File: config.mk
export PLATFORM = sky130hd
export DESIGN_NAME = seq_divider_flat
export DESIGN_NICKNAME = d
export VERILOG_FILES = /design/src/rtl/seq_divider_if.sv /design/src/rtl/seq_divider.sv /design/src/flat_wrapper.sv
export SDC_FILE = /design/constraint.sdc
export NUM_CORES = 1
export LEC_CHECK = 0
export ABC_CLOCK_PERIOD_IN_PS = 4800
export CAP_MARGIN = 20
export CORE_MARGIN = 1
export CORE_UTILIZATION = 53
export CTS_CLUSTER_SIZE = 24
export DETAILED_ROUTE_END_ITERATION = 7
export PLACE_DENSITY = 0.85
export SETUP_SLACK_MARGIN = 0.05
export SLEW_MARGIN = 20
export SYNTH_ARGS = -nofsm -noshare
export SYNTH_HDL_FRONTEND = slang
export SYNTH_SLANG_ARGS = --single-unit
File: constraint.sdc
create_clock -name sys_clk -period 4.8 [get_ports sys_clk]
set_input_delay 1.44 -clock sys_clk [delete_from_list [all_inputs] [get_ports sys_clk]]
set_output_delay 1.44 -clock sys_clk [all_outputs]
set_load 0.01 [all_outputs]
File: src/rtl/seq_divider_if.sv
// Operand/result handshake bundle between the frequency-meter core and seq_divider.
interface seq_divider_if #(
    parameter int unsigned WIDTH = 57
);
    logic             en;
    logic [WIDTH-1:0] dividend;
    logic [WIDTH-1:0] divisor;
    logic             ready;
    logic [WIDTH-1:0] quotient;
    logic [WIDTH-1:0] remainder;
    logic             vld_out;
    logic             div_zero;

    modport master (
        output en, dividend, divisor,
        input  ready, quotient, remainder, vld_out, div_zero
    );

    modport slave (
        input  en, dividend, divisor,
        output ready, quotient, remainder, vld_out, div_zero
    );
endinterface

File: src/rtl/seq_divider.sv
// Unsigned restoring divider, one quotient bit per clock, en/ready/vld_out handshake.
module seq_divider #(
    parameter int unsigned WIDTH = 57,
    parameter int unsigned CNT_W = 6
) (
    input  logic          sys_clk,
    input  logic          sys_rst_n,
    seq_divider_if.slave  bus
);
    typedef enum logic [1:0] {S_IDLE, S_CALC, S_DONE} state_t;

    localparam logic [CNT_W-1:0] LAST_CNT = CNT_W'(WIDTH - 1);

    state_t           state_q;
    logic [CNT_W-1:0] cnt_q;
    logic [WIDTH-1:0] dv_q;
    logic [WIDTH-1:0] q_sh_q;
    logic [WIDTH-1:0] rem_q;
    logic [WIDTH-1:0] quotient_q;
    logic [WIDTH-1:0] remainder_q;
    logic             ready_q;
    logic             vld_out_q;
    logic             div_zero_q;

    logic [WIDTH:0]   trial;
    logic [WIDTH:0]   dv_ext;
    logic             ge;
    logic [WIDTH-1:0] rem_d;
    logic [WIDTH-1:0] q_sh_d;

    // One restoring step; the remainder always fits in WIDTH bits because it stays below the divisor.
    always_comb begin
        trial  = {rem_q, q_sh_q[WIDTH-1]};
        dv_ext = {1'b0, dv_q};
        ge     = (trial >= dv_ext);
        rem_d  = ge ? WIDTH'(trial - dv_ext) : trial[WIDTH-1:0];
        q_sh_d = {q_sh_q[WIDTH-2:0], ge};
    end

    always_ff @(posedge sys_clk or negedge sys_rst_n) begin
        if (!sys_rst_n) begin
            state_q     <= S_IDLE;
            cnt_q       <= '0;
            dv_q        <= '0;
            q_sh_q      <= '0;
            rem_q       <= '0;
            quotient_q  <= '0;
            remainder_q <= '0;
            ready_q     <= 1'b1;
            vld_out_q   <= 1'b0;
            div_zero_q  <= 1'b0;
        end else begin
            case (state_q)
                S_IDLE: begin
                    if (bus.en) begin
                        state_q <= S_CALC;
                        dv_q    <= bus.divisor;
                        q_sh_q  <= bus.dividend;
                        rem_q   <= '0;
                        cnt_q   <= '0;
                        ready_q <= 1'b0;
                    end
                end
                S_CALC: begin
                    rem_q  <= rem_d;
                    q_sh_q <= q_sh_d;
                    cnt_q  <= cnt_q + CNT_W'(1);
                    if (cnt_q == LAST_CNT) begin
                        state_q     <= S_DONE;
                        quotient_q  <= q_sh_d;
                        remainder_q <= rem_d;
                        div_zero_q  <= (dv_q == '0);
                        vld_out_q   <= 1'b1;
                    end
                end
                S_DONE: begin
                    state_q   <= S_IDLE;
                    vld_out_q <= 1'b0;
                    ready_q   <= 1'b1;
                end
                default: begin
                    state_q   <= S_IDLE;
                    vld_out_q <= 1'b0;
                    ready_q   <= 1'b1;
                end
            endcase
        end
    end

    assign bus.ready     = ready_q;
    assign bus.vld_out   = vld_out_q;
    assign bus.quotient  = quotient_q;
    assign bus.remainder = remainder_q;
    assign bus.div_zero  = div_zero_q;
endmodule

File: src/flat_wrapper.sv
// flat-port wrapper written by rule: the top's interface ports become plain ports
module seq_divider_flat 
#(
    parameter int unsigned WIDTH = 57,
    parameter int unsigned CNT_W = 6
)
  (sys_clk, sys_rst_n, bus_en, bus_dividend, bus_divisor, bus_ready, bus_quotient, bus_remainder, bus_vld_out, bus_div_zero);
  seq_divider_if #(.WIDTH(WIDTH)) bus_i ();
  input  logic sys_clk;
  input  logic sys_rst_n;
  input wire logic [$bits(bus_i.en)-1:0] bus_en;
  input wire logic [$bits(bus_i.dividend)-1:0] bus_dividend;
  input wire logic [$bits(bus_i.divisor)-1:0] bus_divisor;
  output wire logic [$bits(bus_i.ready)-1:0] bus_ready;
  output wire logic [$bits(bus_i.quotient)-1:0] bus_quotient;
  output wire logic [$bits(bus_i.remainder)-1:0] bus_remainder;
  output wire logic [$bits(bus_i.vld_out)-1:0] bus_vld_out;
  output wire logic [$bits(bus_i.div_zero)-1:0] bus_div_zero;
  assign bus_i.en = bus_en;
  assign bus_i.dividend = bus_dividend;
  assign bus_i.divisor = bus_divisor;
  assign bus_ready = bus_i.ready;
  assign bus_quotient = bus_i.quotient;
  assign bus_remainder = bus_i.remainder;
  assign bus_vld_out = bus_i.vld_out;
  assign bus_div_zero = bus_i.div_zero;
  seq_divider #(.WIDTH(WIDTH), .CNT_W(CNT_W)) u_core (.sys_clk(sys_clk), .sys_rst_n(sys_rst_n), .bus(bus_i));
endmodule
==> results.cfg <==
[cts]
numCtsBuffers = 31
clk_latency_ns = 0.57
cts-hold-fix-buffers = 0
clock_path_buffers = 3
cts_tree = done
cts_root_buffer = clkbuf_16
cts_resized = 0
post_cts_buffers = 0
htreeDepth = 1
clk_pin_slew_worst_paths_ns = 0.06
clock_sink_count = 296

[power_and_ir_drop]
ir_worst_vdd_uv = 374
p_comb_frac = 0.440
powerDensity_nw_per_um2 = 545
p_leak_nw = 8.85
p_seq_frac = 0.329
finalPower_mw = 10.8
p_switching_mw = 4.34
p_sw_frac = 0.403
power_frac_clock = 0.231
p_int_mw = 6.42

[layout]
drive_gt1_frac = 0.0493
area_growth_pct = 22.4
layout.nets = 2203
fillers = 2364
num_antenna_cells = 0
layout_common_cells = nand2_1, dfrtp_1, o21ai_0
layout_commonest_cell = nand2_1

[sta]
hold_viol = 0
fin_crit_ns = 3.99
final_max_slew_viol_count = 0
setup-tns-final_ns = 0
worst_clock_skew_ns = 0.0232
relSlewSlack = 0.351
min_period_over_period = 0.832
finalSetupViolations = 0
rsz0062_at_grt = no
fmax_ghz = 0.250
tightest_slew_ns = 0.973

[synthesis]
synth_compound_area_frac = 0.209
synthCells = 1864
ys.flop_type = dfrtp_1
synth-simple-area-share = 0.178
synth.net_count = 2041
synth.mux.area_fraction = 0.0262
postSynthAreaPerCell_sq_um = 8.65
syn_area_sq_um = 16100
synth_fa_ha_area_frac = 0.0470
synth_xor_area_frac = 0.0272
synth_seq_cells = 296
synth_top_family_by_area = compound AO/OA/AOI/OAI gates
yosysWarnings = 0
synth_edf_count = 0
synthDistinctLibCells = 73
ys_seq_area_frac = 0.460
async_reset_ff_frac = 1.00

[setup_path]
cp.buffers_inverters = 3
arrival_ns = 4.42
setup.worst_path.start_class = flip-flop
crit_slowest_cell = dfrtp_1
end_kind = flip-flop
cp_slowest_stage_delay_ns = 0.43
cp_top_family = compound AO/OA/AOI/OAI gates
path_class = reg2reg
crit_chain = ha_1, inv_1, fa_1, a211oi_1, o21bai_1, a21oi_2, o221ai_1, a21o_1, o211ai_1, and4b_1, buf_4, nor2_8, buf_12, mux2i_1, o21ai_0
path_max_fanout = 24
required_ns = 5.23

[die]
die_w_um = 176
initial_core_util = 0.541
die_h_um = 176
core_area_sq_um = 29800
boundaryPins = 234
rows = 63
die_area_sq_um = 31100

[global_route]
track_usage = 0.300
grt_overflow = 0
antenna_found_initial = 1
grt_pass1_vias = 14300
grt_pass1_wl_mm = 75.2
grt_max_degree = 122

[run_status]
status = completed

[hold_path]
hold_class = reg2reg

[drt]
dr.pass1.iters = 5
routed_wl_mm = 46.9
via_count = 14700
final_antenna_net_count = 0
route.detailed.drc = 0
wl_per_cell_um = 19.2
via_per_inst = 6.02
drt-initial-drc-count = 1404

[placement]
finalWeightedCongestion = 0.990
dp_hpwl_mm = 33.4
port_buffers = 233

[run]
drv_cap = 0
## worst min-delay path: cells and delay by family, from the launching register on
kind,cells,cell delay [ns]
AND/OR/NAND/NOR,2,0.10
flip-flops,1,0.34
## state kept, by name (all words and copies together), names as in the netlist
| name | cells |
|---|---|
| u_core.dv_q | 57 |
| u_core.bus.remainder | 57 |
| u_core.q_sh_q | 57 |
| u_core.bus.ready | 1 |
| u_core.bus.vld_out | 1 |
| u_core.cnt_q | 6 |
| u_core.rem_q | 57 |
| u_core.bus.quotient | 57 |
| u_core.bus.div_zero | 1 |
| u_core.state_q | 2 |
## Yosys cell counts (all sizes together) (5+ instances only)
cell type,count,share of area
nand2,377,0.088
dfrtp,295,0.46
o21ai,253,0.079
a21oi,157,0.049
clkbuf,102,0.024
inv,82,0.019
nor2,64,0.016
nor2b,64,0.025
ha,59,0.046
a22oi,55,0.026
mux2i,41,0.025
xnor2,36,0.020
nand4,30,0.012
a21o,25,0.012
buf,24,0.0095
nor3,23,0.0071
nand3,22,0.0068
nor4,18,0.0079
o21bai,14,0.0065
xor2,14,0.0076
o211ai,9,0.0042
or3,8,0.0034
a211oi,7,0.0036
and3,7,0.0030
a32oi,6,0.0033
nand2b,6,0.0023
o21a,5,0.0023
## final cells by class
type	count	area, sq um	share of cell area
Clock inverter	9	129	0.00653
Multi-Input combinational cell	1360	7910	0.401
Clock buffer	47	926	0.0469
Tap cell	390	488	0.0247
Inverter	82	308	0.0156
Sequential cell	296	7410	0.376
Timing Repair Buffer	255	2550	0.129
## path summary, 6_finish.rpt
check,slack [ns],cells past startpoint,start,endpoint
setup / recovery,0.81,15,u_core.dv_q[0]$_DFFE_PN0P_,u_core.rem_q[26]$_DFFE_PN0P_
hold / removal,0.46,2,u_core.bus.quotient[12]$_DFFE_PN0P_,u_core.bus.quotient[12]$_DFFE_PN0P_
setup reg to reg,0.81,15,u_core.dv_q[0]$_DFFE_PN0P_,u_core.rem_q[26]$_DFFE_PN0P_
hold reg to reg,0.46,2,u_core.bus.quotient[12]$_DFFE_PN0P_,u_core.bus.quotient[12]$_DFFE_PN0P_
max in group asynchronous,2.82,2,sys_rst_n,u_core.dv_q[36]$_DFFE_PN0P_
min in group asynchronous,0.90,1,sys_rst_n,u_core.bus.quotient[18]$_DFFE_PN0P_
## power groups by stage
stage | clock network, mW | registers (mW) | logic, mW
finish | 2.48 | 3.54 | 4.74
global placement | 0 | 3.52 | 4.50
CTS | 2.51 | 3.52 | 4.67
floorplan | 0 | 3.39 | 3.57
detailed placement | 0 | 3.55 | 4.64
global route | 2.61 | 3.59 | 5.20
## logic make-up after synthesis
family,after synthesis
AND/OR/NAND/NOR,633
AO/OA/AOI/OAI,575
flip-flops,296
buffers and inverters,208
adder cells (fa/ha/maj),60
XOR/XNOR,50
multiplexers,42
## through the flow
stage,hold slack (ns),setup WS [ns],util,cells,area [sq um]
4_1_cts,0.469,0.830,0.662,2439,19700
2_1_floorplan,0.450,1.55,-,1864,16100
5_1_grt,0.479,0.583,0.662,2439,19700
3_3_place_gp,0.448,0.996,0.627,2383,18700
6_report,0.463,0.805,0.662,2439,19700
3_5_place_dp,0.454,0.833,0.627,2383,18700
## per-layer routing
metal	track usage	wire [um]
met1	0.407	19600
met4	0.0891	1310
met3	0.0401	3700
met5	0	13
met2	0.502	22300
Note: power is estimated with default switching activity, not from simulation.
